==> config.mk <==
export PLATFORM = sky130hd
export DESIGN_NAME = param_stack_flat
export DESIGN_NICKNAME = d
export VERILOG_FILES = /design/src/rtl/param_stack_if.sv /design/src/rtl/param_stack.sv /design/src/flat_wrapper.sv
export SDC_FILE = /design/constraint.sdc
export NUM_CORES = 1
export LEC_CHECK = 0
export ABC_AREA = 1
export BUFFER_PORTS_ARGS = -buffer_cell sky130_fd_sc_hd__buf_2
export CAP_MARGIN = 20
export CORE_MARGIN = 3
export CORE_UTILIZATION = 59
export CTS_CLUSTER_DIAMETER = 80
export DETAILED_ROUTE_END_ITERATION = 8
export PLACE_DENSITY = 0.75
export SLEW_MARGIN = 40
export SYNTH_ARGS = -nofsm -noshare
export SYNTH_HDL_FRONTEND = slang
export SYNTH_SLANG_ARGS = --single-unit
==> constraint.sdc <==
create_clock -name clk -period 3.1 [get_ports clk]
set_input_delay 0.31 -clock clk [delete_from_list [all_inputs] [get_ports clk]]
set_output_delay 0.31 -clock clk [all_outputs]
set_load 0.005 [all_outputs]
==> src/rtl/param_stack_if.sv <==
// param_stack_if: bus bundle between a stack user and param_stack
//   din/push/pop/clr_err : requests from the user (master) into the stack (slave)
//   dout/count/empty/full/overflow/underflow : stack state back to the user
interface param_stack_if #(
   parameter int WIDTH = 8,
   parameter int DEPTH = 8
);
   localparam int AW = $clog2(DEPTH);
   logic [WIDTH-1:0] din;
   logic             push;
   logic             pop;
   logic             clr_err;
   logic [WIDTH-1:0] dout;
   logic [AW:0]      count;
   logic             empty;
   logic             full;
   logic             overflow;
   logic             underflow;
   modport master (
      output din, push, pop, clr_err,
      input  dout, count, empty, full, overflow, underflow
   );
   modport slave (
      input  din, push, pop, clr_err,
      output dout, count, empty, full, overflow, underflow
   );
endinterface

==> src/rtl/param_stack.sv <==
// param_stack: parametrised LIFO with replace-top, registered top output and sticky error flags
//   clk : rising-edge clock
//   rst : asynchronous active-high reset
//   bus : param_stack_if slave (din, push, pop, clr_err in; dout, count, empty, full, overflow, underflow out)
module param_stack #(
   parameter int WIDTH       = 8,
   parameter int DEPTH       = 8,
   parameter int EDGE_DETECT = 1
) (
   input logic          clk,
   input logic          rst,
   param_stack_if.slave bus
);
   localparam int AW = $clog2(DEPTH);
   localparam logic [AW:0]   CNT_FULL = (AW + 1)'(DEPTH);
   localparam logic [AW:0]   CNT_ONE  = (AW + 1)'(1);
   localparam logic [AW-1:0] ADR_ONE  = AW'(1);
   localparam logic [AW-1:0] ADR_TWO  = AW'(2);

   logic [WIDTH-1:0] mem_q [DEPTH];
   logic [AW:0]      cnt_q, cnt_d;
   logic [WIDTH-1:0] dout_q, dout_d;
   logic             ovf_q, ovf_d, unf_q, unf_d;
   logic             wr;
   logic [AW-1:0]    wa, ra;
   logic             p, q, emp, ful;

   if (EDGE_DETECT != 0) begin : g_edge
      // per input: [0]=s1, [1]=s2 (synchronised), [2]=s3 (delayed s2)
      logic [2:0] ps_q, qs_q;
      always_ff @(posedge clk or posedge rst) begin
         if (rst) begin
            ps_q <= '0;
            qs_q <= '0;
         end else begin
            ps_q <= {ps_q[1:0], bus.push};
            qs_q <= {qs_q[1:0], bus.pop};
         end
      end
      assign p = ps_q[1] & ~ps_q[2];
      assign q = qs_q[1] & ~qs_q[2];
   end else begin : g_strobe
      assign p = bus.push;
      assign q = bus.pop;
   end

   assign emp = cnt_q == '0;
   assign ful = cnt_q == CNT_FULL;
   // low address bits wrap modulo DEPTH, so count==DEPTH still addresses the right entries
   assign ra  = cnt_q[AW-1:0] - ADR_TWO;

   always_comb begin
      cnt_d  = cnt_q;
      dout_d = dout_q;
      ovf_d  = ovf_q & ~bus.clr_err;
      unf_d  = unf_q & ~bus.clr_err;
      wr     = 1'b0;
      wa     = cnt_q[AW-1:0];
      if (p && q) begin
         wr     = 1'b1;
         dout_d = bus.din;
         if (emp) cnt_d = cnt_q + CNT_ONE;
         else     wa    = cnt_q[AW-1:0] - ADR_ONE;
      end else if (p) begin
         if (ful) begin
            ovf_d = 1'b1;
         end else begin
            wr     = 1'b1;
            cnt_d  = cnt_q + CNT_ONE;
            dout_d = bus.din;
         end
      end else if (q) begin
         if (emp) begin
            unf_d = 1'b1;
         end else begin
            cnt_d  = cnt_q - CNT_ONE;
            dout_d = (cnt_q == CNT_ONE) ? '0 : mem_q[ra];
         end
      end
   end

   always_ff @(posedge clk or posedge rst) begin
      if (rst) begin
         cnt_q  <= '0;
         dout_q <= '0;
         ovf_q  <= 1'b0;
         unf_q  <= 1'b0;
      end else begin
         cnt_q  <= cnt_d;
         dout_q <= dout_d;
         ovf_q  <= ovf_d;
         unf_q  <= unf_d;
      end
   end

   // storage is deliberately left out of reset
   always_ff @(posedge clk) begin
      if (wr) mem_q[wa] <= bus.din;
   end

   assign bus.dout      = dout_q;
   assign bus.count     = cnt_q;
   assign bus.empty     = emp;
   assign bus.full      = ful;
   assign bus.overflow  = ovf_q;
   assign bus.underflow = unf_q;
endmodule

==> src/flat_wrapper.sv <==
// flat-port wrapper written by rule: the top's interface ports become plain ports
module param_stack_flat 
#(
   parameter int WIDTH       = 8,
   parameter int DEPTH       = 8,
   parameter int EDGE_DETECT = 1
)
  (clk, rst, bus_din, bus_push, bus_pop, bus_clr_err, bus_dout, bus_count, bus_empty, bus_full, bus_overflow, bus_underflow);
  param_stack_if #(.WIDTH(WIDTH), .DEPTH(DEPTH)) bus_i ();
  input logic clk;
  input logic rst;
  input wire logic [$bits(bus_i.din)-1:0] bus_din;
  input wire logic [$bits(bus_i.push)-1:0] bus_push;
  input wire logic [$bits(bus_i.pop)-1:0] bus_pop;
  input wire logic [$bits(bus_i.clr_err)-1:0] bus_clr_err;
  output wire logic [$bits(bus_i.dout)-1:0] bus_dout;
  output wire logic [$bits(bus_i.count)-1:0] bus_count;
  output wire logic [$bits(bus_i.empty)-1:0] bus_empty;
  output wire logic [$bits(bus_i.full)-1:0] bus_full;
  output wire logic [$bits(bus_i.overflow)-1:0] bus_overflow;
  output wire logic [$bits(bus_i.underflow)-1:0] bus_underflow;
  assign bus_i.din = bus_din;
  assign bus_i.push = bus_push;
  assign bus_i.pop = bus_pop;
  assign bus_i.clr_err = bus_clr_err;
  assign bus_dout = bus_i.dout;
  assign bus_count = bus_i.count;
  assign bus_empty = bus_i.empty;
  assign bus_full = bus_i.full;
  assign bus_overflow = bus_i.overflow;
  assign bus_underflow = bus_i.underflow;
  param_stack #(.WIDTH(WIDTH), .DEPTH(DEPTH), .EDGE_DETECT(EDGE_DETECT)) u_core (.clk(clk), .rst(rst), .bus(bus_i));
endmodule
; After elaboration in Yosys (flattened, before gate mapping)
; Memories as Yosys holds them, arrays and structs flattened.
; Index checks and enable logic that the tools add are counted.
[totals]
reg_bits = 20
ram_bits = 64
inputBits = 13
output_inout_bits = 16
elab_cells = 54
n_memories = 1
[mem_list]
columns = memory, words, width, read_ports, rd_clocked_by_memory_dff, wr, line_no
row1 = u_core.mem_q, 8, 8, 1, 0, 1, param_stack.sv:20  ; logic [WIDTH-1:0] mem_q [DEPTH];
[op_classes]
addsub = 4
eq_ne = 5
mux = 26
bitwise_logic = 7
n_reduce_logical = 5
[op_table]
columns = op, count
row1 = 8-bit two-way mux, 6
row2 = 4-bit two-way mux, 6
row3 = 1-bit two-way mux, 12
row4 = 3-bit two-way mux, 2
row5 = 4-bit by 1-bit adder with 4-bit output (second input constant), 1
row6 = 1-bit AND, 4
row7 = 4-bit by 1-bit == test with 1-bit output (second input constant), 1
row8 = 4-bit == test (second input constant), 1
row9 = 4-bit zero test, 1
row10 = 4-bit AND reduction, 1
row11 = 4-bit by 1-bit subtractor with 4-bit output (second input constant), 1
row12 = 3-bit by 1-bit inequality test with 1-bit output (second input constant), 1
row13 = 3-bit inequality test (second input constant), 1
row14 = 1-bit inverter, 3
row15 = 3-bit AND reduction, 1
row16 = 3-bit nonzero test, 1
row17 = 3-bit by 1-bit subtractor with 3-bit output (second input constant), 1
row18 = 3-bit by 2-bit subtractor with 3-bit output (second input constant), 1
row19 = 2-bit inequality test (second input constant), 1
row20 = 1-bit logical AND, 1

; Logic depth before layout (Yosys ltp)
; Gate-level depths: netlist of run 1.
; An unclocked memory read counts as a cell.
[depth]
depth_word = 7
ltp_mapped = 12
depth_no_buf = 10

; Worst setup path after synthesis of run 1
; No wires, ideal clock.
[synth_timing]
path_kind = register -> register
from = register u_core.cnt_q[1] (netlist: u_core.bus.count[1])
to = memory u_core.mem_q[5][0], enable pin
setup_ps = 370
arrival_time_ps = 2094
required_ps = 2730
slack_ps = 636
path_stages_with_launch = 12
n_path_buf = 2
period_less_slack_ps = 2464
path_cell_list = dfrtp_1 -> buf_2 -> clkinv_1 -> buf_2 -> ha_1 -> nand2_1 -> nor2_2 -> nand2_1 -> nand2_2 -> inv_1 -> nand2_1 -> nor2_1
[synth_between]
elab_chain_cells = 6
word_cells_on_any_way = 10
cone_classes = add/sub: 1 / eq/ne: 1 / mux: 7 / reduce/logical: 1
[synth_lines]
columns = element, line_no
row1 = start: declaration, param_stack.sv:21  ; logic [AW:0] cnt_q, cnt_d;
row2 = start signal: assignment, param_stack.sv:89  ; cnt_q <= cnt_d;
row3 = 4-bit == test, param_stack.sv:48  ; assign ful = cnt_q == CNT_FULL;
row4 = named net bus_full, flat_wrapper.sv:19  ; output wire logic [$bits(bus_i.full)-1:0] bus_full;
row5 = 1-bit two-way mux, param_stack.sv:65  ; if (ful) begin
row6 = 1-bit two-way mux, param_stack.sv:64  ; end else if (p) begin
row7 = 1-bit two-way mux, param_stack.sv:59  ; if (p && q) begin
row8 = 1-bit two-way mux, param_stack.sv:98  ; if (wr) mem_q[wa] <= bus.din;
row9 = 1-bit two-way mux (not written as such), param_stack.sv:98
row10 = end: declaration, param_stack.sv:20
; The timed path passes the listed nets, and every way through them passes these cells.

; Worst setup path after layout of run 1
[layout_timing]
from = register u_core.cnt_q[1] (netlist: u_core.bus.count[1])
to = memory u_core.mem_q[3][4], enable pin
[layout_between]
elab_chain_cells = 6
word_cells_on_any_way = 10
cone_classes = add/sub: 1 / eq/ne: 1 / mux: 7 / reduce/logical: 1
[layout_lines]
columns = element, line_no
row1 = 4-bit == test, param_stack.sv:48
row2 = 1-bit two-way mux, param_stack.sv:65
row3 = 1-bit two-way mux, param_stack.sv:64
row4 = 1-bit two-way mux, param_stack.sv:59
row5 = 1-bit two-way mux, param_stack.sv:98
row6 = 1-bit two-way mux (not written as such), param_stack.sv:98
; Parallel ways exist; a longest one is shown, timed or not.

==> impl_results.md, run 1 <==
* Status: complete, no violations
* Largest stage delay on the critical path at 660 ps
* Die area at 7556 um2
* Slew Viols, Final at 0
* Worst reg2reg setup slack at 440 ps
* Row count at 28
* Critical R2R Capture: u_core.mem_q[3][4]
* Clock tree root driver cell: sky130_fd_sc_hd__clkbuf_8
* Depth of the most critical reg-to-reg path at 9
* Share of synthesized cell area in and, or, nand and nor gates at 22.12%
* Wire length of the first global-routing pass at 12.90 mm
* Worst flop-to-flop path startpoint: u_core.bus.count[1]
* Synth Area in Compound Gates at 4.307%
* Gpl congestion at 0.8938
* GRT Total Usage at 23.43%
* Count of endpoints failing setup in the final report at 0
* Via count at 2690
* Pin count of the biggest net entering global routing at 40
* Detail-routed net length per standard cell at 16.45 um
* Horizontal die dimension at 86.93 um
* Final ANT Viol Nets at 0
* Number of warnings reported in the yosys synthesis log at 0
* Post_cts resized at 0
* CTS Buf Count at 9
* Crit Path Category: register to register
* Number of standard cells in the layout, taps in and fillers out at 501
* Sum of negative setup slack at 0 ps
* Layout overhead on the synthesized area at 10.85%
* Post-Syn Area at 3864 um2
* Number of global-route vias before repair at 2563
* Number of remaining DRC errors at 0
* Cells after synthesis at 389
* Detailed placer's ending HPWL at 5.592 mm
* Fmax at 0.3758 GHz
* Post-detailed-routing wire length at 8.242 mm
* Gr ovfl total at 0
* Multi-input gate area at 1152 um2
* Ant diodes at 0
* Clock slew seen by the registers of the worst setup and hold paths at 90 ps
* Maximum buffer depth of the clock tree at 2
* Worst Tran Pin Value at 838.0 ps
* Setup Buffers After CTS at 0
* Data arrival, critical path at 2650 ps
* Number of buffers inserted by port buffering at 28
* Initial DRC count at 211
* Clock H-tree levels at 3
* Total placed cells including tap cells at 484
* Slowest stage cell on the critical path: sky130_fd_sc_hd__nor2_1
* Post-synthesis share of cell area spent on full adders, half adders and majority gates at 2.267%
* Pleak at 1.926 nW
* Crit path launch type: register
* Starting Density at 63.02%
* Vias per Instance at 5.369
* Ordered cell list for the critical path: clkinv_1 -> ha_1 -> nand2_1 -> nor2_2 -> nand2_1 -> nand2_2 -> inv_1 -> nand2_1 -> nor2_1
* Syn nets at 409
* Die Ht at 86.93 um
* Number of primary I/O pins at 29
* Clk_skew at 10.32 ps
* Core Box Area at 6131 um2
* Max-cap check violation count at 0
* Pre-Repair DR Iteration Count at 4
* Clock latency on the worst-skew pair at 360 ps
* FF+latch count, synth at 84
* Antenna violations before repair at 0
* CTS tree: built
* Largest voltage drop on the vdd net at 525.4 uV
* Area share of xor/xnor cells in the synthesized design at 1.133%
* Final nets at 441
* CP dominant cell by count: sky130_fd_sc_hd__nand2_1
* Area fraction of the dominant cell type after synthesis at 49.74%
* Crit. End Element: register
* Final Hold Violating Endpoints at 0
* Path category of the worst min-delay check: input port to register
* Filler Cells Inserted at 458
* Hold path endpoint: u_core.g_edge.qs_q[0]
* Share of the clock period used by the worst path after layout at 85.85%
* Post-synthesis sequential area ratio at 62.69%
* Final critical-path required period at 2661 ps
* PD cells at 854.9 nW/um2
* RSZ-0062 raised after global routing: false
* Dominant combinational cell family by area after synthesis: simple AND/OR/NAND/NOR gates
* Syn_area_per_cell at 9.932 um2
* Max FO, Critical Path at 12
* Number of library cell types mapped by synthesis at 25
* Headroom to the max-slew limit at 43.93%
* Leading post-synthesis cells by cell area: sky130_fd_sc_hd__edfxtp_1 (50%), sky130_fd_sc_hd__dfrtp_1 (13%), sky130_fd_sc_hd__nand2_1 (11%)
* Mux cell area share after synthesis at 0%
* Ratio of cells with drive above 1 in the final layout at 15.02%
* Sinks on Clock Net at 84
* Number of instances on the worst hold path at 1
* Required time worst endpoint at 3090 ps
* Synth area leader: sky130_fd_sc_hd__edfxtp_1
* Beginning of the worst hold path: bus_pop
* Sequential cell area at 2422 um2
## synth_stat cells (all sizes together)
library cell,n
clkbuf,2
xor2,5
inv,60
o31ai,1
ha,7
nor2,21
o21ai,6
nand2,118
edfxtp,64
a21boi,8
dfrtp,20
o22ai,1
nand3,54
a31oi,1
a21oi,10
clkinv,1
buf,10
## final cells by class
cell class                 count  area share [%]
multi-input combinational    232           26.91
timing repair buffer          33           4.207
sequential                    84           56.56
clock inverter                 7           1.899
clock buffer                   9           2.892
inverter                      61           5.346
tap                           75           2.191
## worst max-delay path, delay by kind of cell, from the launching register on
| kind | cells | cell delay (ps) |
|---|---|---|
| flops | 1 | 360 |
| buf+inv | 2 | 420 |
| fa+ha+maj | 1 | 360 |
| simple gates | 6 | 1140 |
## layout by cell type (no fill, tap or decap), types with 2 or more instances in the layout
| cell | count |
|---|---|
| sky130_fd_sc_hd__nand3_4 | 2 |
| sky130_fd_sc_hd__ha_1 | 7 |
| sky130_fd_sc_hd__inv_2 | 6 |
| sky130_fd_sc_hd__o21ai_1 | 4 |
| sky130_fd_sc_hd__buf_2 | 28 |
| sky130_fd_sc_hd__nand2_2 | 2 |
| sky130_fd_sc_hd__o21ai_0 | 2 |
| sky130_fd_sc_hd__buf_4 | 4 |
| sky130_fd_sc_hd__nor2_1 | 19 |
| sky130_fd_sc_hd__dfrtp_1 | 20 |
| sky130_fd_sc_hd__nand3_1 | 52 |
| sky130_fd_sc_hd__nand2_4 | 3 |
| sky130_fd_sc_hd__inv_1 | 54 |
| sky130_fd_sc_hd__edfxtp_1 | 64 |
| sky130_fd_sc_hd__clkbuf_8 | 9 |
| sky130_fd_sc_hd__xor2_1 | 5 |
| sky130_fd_sc_hd__nand2_1 | 113 |
| sky130_fd_sc_hd__a21oi_1 | 10 |
| sky130_fd_sc_hd__a21boi_0 | 8 |
| sky130_fd_sc_hd__inv_6 | 3 |
## stage by stage
step | setup WS (ps) | util [%] | hold WS (ps) | total power [mW] | area (um2)
CTS | 444.5 | 69.69 | 44.63 | 3.657 | 4273
finish | 438.8 | 69.86 | 55.98 | 3.662 | 4283
floorplan | 635.6 | - | 273.8 | 2.444 | 3864
detailed placement | 471.2 | 66.35 | 341.7 | 2.857 | 4068
global placement | 602.1 | 66.35 | 335.2 | 2.835 | 4068
global route | 256.3 | 69.86 | 31.29 | 3.904 | 4283
## metal layers
layer | up-vias | routed length (um) | track usage (%)
met1 | 1256 | 3340 | 29.95
li1 | 1326 | - | -
met5 | - | 0 | 0
met3 | 12 | 778 | 7.663
met4 | 0 | 181 | 8.640
met2 | 96 | 3941 | 37.41
## cell families after synthesis
| family | Yosys count |
|---|---|
| AO/OA/AOI/OAI | 27 |
| XOR/XNOR | 5 |
| adder cells (fa/ha/maj) | 7 |
| buffers and inverters | 73 |
| flip-flops | 84 |
| AND/OR/NAND/NOR | 193 |
## repair_timing
item | 4_1_cts | 5_1_grt
setup endpoints to repair | 0 | 0
hold buffers | 0 | 1
endpoints found under the hold margin | 0 | 20
## registers in the layout (all words and copies together) (netlist names)
| register | cells |
|---|---|
| u_core.bus.count | 4 |
| u_core.bus.dout | 8 |
| u_core.bus.overflow | 1 |
| u_core.bus.underflow | 1 |
| u_core.g_edge.ps_q | 3 |
| u_core.g_edge.qs_q | 3 |
| u_core.mem_q | 64 |
## worst max-delay path by stage
| stage | startpoint | end | slack [ps] | cells after the start |
|---|---|---|---|---|
| final | u_core.bus.count[1] | u_core.mem_q[3][4] | 440 | 9 |
| after global routing | u_core.bus.count[1] | u_core.mem_q[3][1] | 260 | 9 |
| after detailed placement | u_core.bus.count[1] | u_core.mem_q[3][5] | 470 | 9 |
| after global placement | u_core.bus.count[1] | u_core.mem_q[3][7] | 600 | 9 |
| after CTS | u_core.bus.count[1] | u_core.mem_q[3][4] | 440 | 9 |
| after floorplan | u_core.bus.count[1] | u_core.mem_q[5][0] | 640 | 11 |
## report_power, final
part | internal [mW] | switching (mW)
clock network | 0.386 | 0.418
registers | 1.36 | 0.0760
logic | 0.470 | 0.947
total | 2.22 | 1.44
Note: power is estimated with default switching activity, not from simulation.
==> run 2: changes to the inputs <==
--- a/config.mk
+++ b/config.mk
@@ -8,10 +8,12 @@
 export ABC_AREA = 1
 export BUFFER_PORTS_ARGS = -buffer_cell sky130_fd_sc_hd__buf_2
 export CAP_MARGIN = 20
+export CORE_ASPECT_RATIO = 1.5
 export CORE_MARGIN = 3
 export CORE_UTILIZATION = 59
 export CTS_CLUSTER_DIAMETER = 80
 export DETAILED_ROUTE_END_ITERATION = 8
+export GPL_ROUTABILITY_DRIVEN = 0
 export PLACE_DENSITY = 0.75
 export SLEW_MARGIN = 40
 export SYNTH_ARGS = -nofsm -noshare
==> run 2 against run 1 <==
Effect of this change: the run now ends with hold timing left; sequential share of layout area grew 0.35 points; setup slack gained 270 ps; clock-buffer cell count is the same; power shrank 2.0%; utilization shrank 1.9 points; maximum frequency grew 11%; routed wire length shrank 3.6%; global-route usage shrank 0.22 points; largest power group unchanged.
==> impl_results.md, run 2 (same netlist as run 1, synthesis figures left out) <==
* Status: finished with violations
* Violations in the final reports: hold timing
* Crit. End Element: register
* Crit path launch type: register
* Clk_skew at 7.604 ps (-2.716 ps)
* Most common cell after layout, fill and taps aside: sky130_fd_sc_hd__nand2_1
* Number of flip-flops in the largest register at 64 (unchanged)
* Final ANT Viol Nets at 0 (unchanged)
* Detail-routed net length per standard cell at 15.92 um (-3.2%)
* Part of the total power dissipated in the clock network at 20.8% (-1.2 points)
* Share of the core filled with cells at 67.97% (-1.9 points)
* Part of the power in combinational logic at 39.0% (+0.3 points)
* Final critical-path required period at 2394 ps (-267.2 ps)
* CTS Buf Count at 9 (unchanged)
* Flop pwr share at 40.2% (+0.9 points)
* GRT Total Usage at 23.21% (-0.22 points)
* Final Hold Violating Endpoints at 20 (+20)
* Post_cts resized at 0 (unchanged)
* Commonest cells after routing, fill and taps aside: sky130_fd_sc_hd__nand2_1 (113), sky130_fd_sc_hd__edfxtp_1 (64), sky130_fd_sc_hd__inv_1 (54)
* Sum of negative setup slack at 0 ps (unchanged)
* PD cells at 843.1 nW/um2 (-1.4%)
* Clock latency on the worst-skew pair at 350 ps (about the same)
* Required time worst endpoint at 3090 ps (about the same)
* Clock tree root driver cell: sky130_fd_sc_hd__clkbuf_8
* Vias per Instance at 5.309 (-1.1%)
* Clock slew seen by the registers of the worst setup and hold paths at 80 ps (about the same)
* Max FO, Critical Path at 19 (+7)
* Worst Tran Pin Value at 704.7 ps (-133.3 ps)
* Detailed placer's ending HPWL at 5.567 mm (-0.45%)
* Worst reg2reg setup slack at 710 ps (+270 ps)
* Via count at 2649 (-1.5%)
* Number of remaining DRC errors at 0 (unchanged)
* Pleak at 1.903 nW (-1.2%)
* Worst-case setup margin in the final layout at 706.0 ps (+267.2 ps)
* Path category of the worst min-delay check: input port to asynchronous set/reset pin
* Ant diodes at 0 (unchanged)
* Fmax at 0.4177 GHz (+11%)
* Fraction of power spent switching nets at 38.68% (-0.70 points)
* Max-cap check violation count at 0 (unchanged)
* Die area at 7576 um2 (+0.26%)
* Number of buffers inserted by port buffering at 28 (unchanged)
* Row count at 35 (+25%)
* Layout overhead on the synthesized area at 10.17%
* Design internal power at 2.201 mW (-0.86%)
* Starting Density at 61.70% (-1.3 points)
* Pin count of the biggest net entering global routing at 40 (unchanged)
* Slew Viols, Final at 0 (unchanged)
* Wire length of the first global-routing pass at 12.81 mm (-0.64%)
* Clock H-tree levels at 3 (unchanged)
* Critical R2R Capture: u_core.mem_q[4][3]
* Data arrival, critical path at 2380 ps (-270 ps)
* Share of the clock period used by the worst path after layout at 77.23% (-8.6 points)
* Hold bufs inserted after CTS at 0 (unchanged)
* Worst flop-to-flop path startpoint: u_core.bus.count[1]
* Net switching power at 1.388 mW (-3.7%)
* Number of primary I/O pins at 29 (unchanged)
* Setup WS pre-CTS at 754.0 ps (+282.9 ps)
* Count of endpoints failing setup in the final report at 0 (unchanged)
* CTS tree: built
* Maximum buffer depth of the clock tree at 2 (unchanged)
* Initial DRC count at 289 (+37%)
* Headroom to the max-slew limit at 52.73% (+8.8 points)
* Die Ht at 105.1 um (+21%)
* Post-detailed-routing wire length at 7.946 mm (-3.6%)
* Largest voltage drop on the vdd net at 503.5 uV (-4.2%)
* Sinks on Clock Net at 84 (unchanged)
* Horizontal die dimension at 72.08 um (-17%)
* RSZ-0062 raised after global routing: false
* Antenna violations before repair at 0 (unchanged)
* Setup Buffers After CTS at 0 (unchanged)
* Number of global-route vias before repair at 2586 (+0.90%)
* Register with the most flip-flops: u_core.mem_q
* Minimum hold slack at -27.12 ps (-83.10 ps)
* Crit Path Category: register to register
* Pre-Repair DR Iteration Count at 4 (unchanged)
* Depth of the most critical reg-to-reg path at 8 (-1)
* Final nets at 440 (-0.23%)
* Core Box Area at 6262 um2 (+2.1%)
* Gr ovfl total at 0 (unchanged)
* Ratio of cells with drive above 1 in the final layout at 14.35% (-0.67 points)
-- run 2: critical path, stage by stage, from the launching register on --
cell	delay (ps)
sky130_fd_sc_hd__dfrtp_1	390
sky130_fd_sc_hd__clkinv_1	90
sky130_fd_sc_hd__buf_4	230
sky130_fd_sc_hd__ha_1	190
sky130_fd_sc_hd__xor2_1	190
sky130_fd_sc_hd__nand2_1	110
sky130_fd_sc_hd__a21oi_1	190
sky130_fd_sc_hd__nand2_1	130
sky130_fd_sc_hd__nor2_1	520
-- run 2: per-stage QoR --
stage / instances / cell area, um2 / total power, mW
5_1_grt: 499 / 4257 / 3.832
2_1_floorplan: 389 / 3864 / 2.444
3_5_place_dp: 483 / 4066 / 2.857
4_1_cts: 499 / 4257 / 3.599
6_report: 499 / 4257 / 3.589
3_3_place_gp: 483 / 4066 / 2.836
-- run 2: worst max path at each step --
stage / startpoint / end / cells after the start
after detailed placement: u_core.bus.count[1] / u_core.mem_q[4][6] / 8
after CTS: u_core.bus.count[1] / u_core.mem_q[5][5] / 8
final: u_core.bus.count[1] / u_core.mem_q[4][3] / 8
after global placement: u_core.bus.count[1] / u_core.mem_q[0][2] / 9
after global routing: u_core.bus.count[1] / u_core.mem_q[4][3] / 8
after floorplan: u_core.bus.count[1] / u_core.mem_q[5][0] / 11
-- run 2: power by group through the flow --
stage / clock network (mW) / logic [mW] / registers [mW]
after floorplan: 0 / 0.977 / 1.47
after global placement: 0 / 1.37 / 1.46
after detailed placement: 0 / 1.39 / 1.47
after CTS: 0.757 / 1.40 / 1.44
after global routing: 0.806 / 1.57 / 1.46
final: 0.745 / 1.40 / 1.44
-- run 2: routing by layer --
metal | vias to the layer above | wire (um) | track usage [%] | part of all wire (%)
met5 | - | 0 | 0 | 0
met4 | 0 | 230 | 10.62 | 2.9
met3 | 14 | 452 | 4.909 | 5.7
met2 | 88 | 4054 | 38.07 | 51
met1 | 1222 | 3209 | 28.92 | 40
li1 | 1325 | - | - | -
-- run 2: area by class of cell --
class | instances | area [um2]
clock buffer | 9 | 123.9
clock inverter | 7 | 66.31
fill | 488 | 2006
inverter | 61 | 229.0
multi-input combinational | 232 | 1152
sequential | 84 | 2422
tap | 74 | 92.59
timing repair buffer | 32 | 170.2
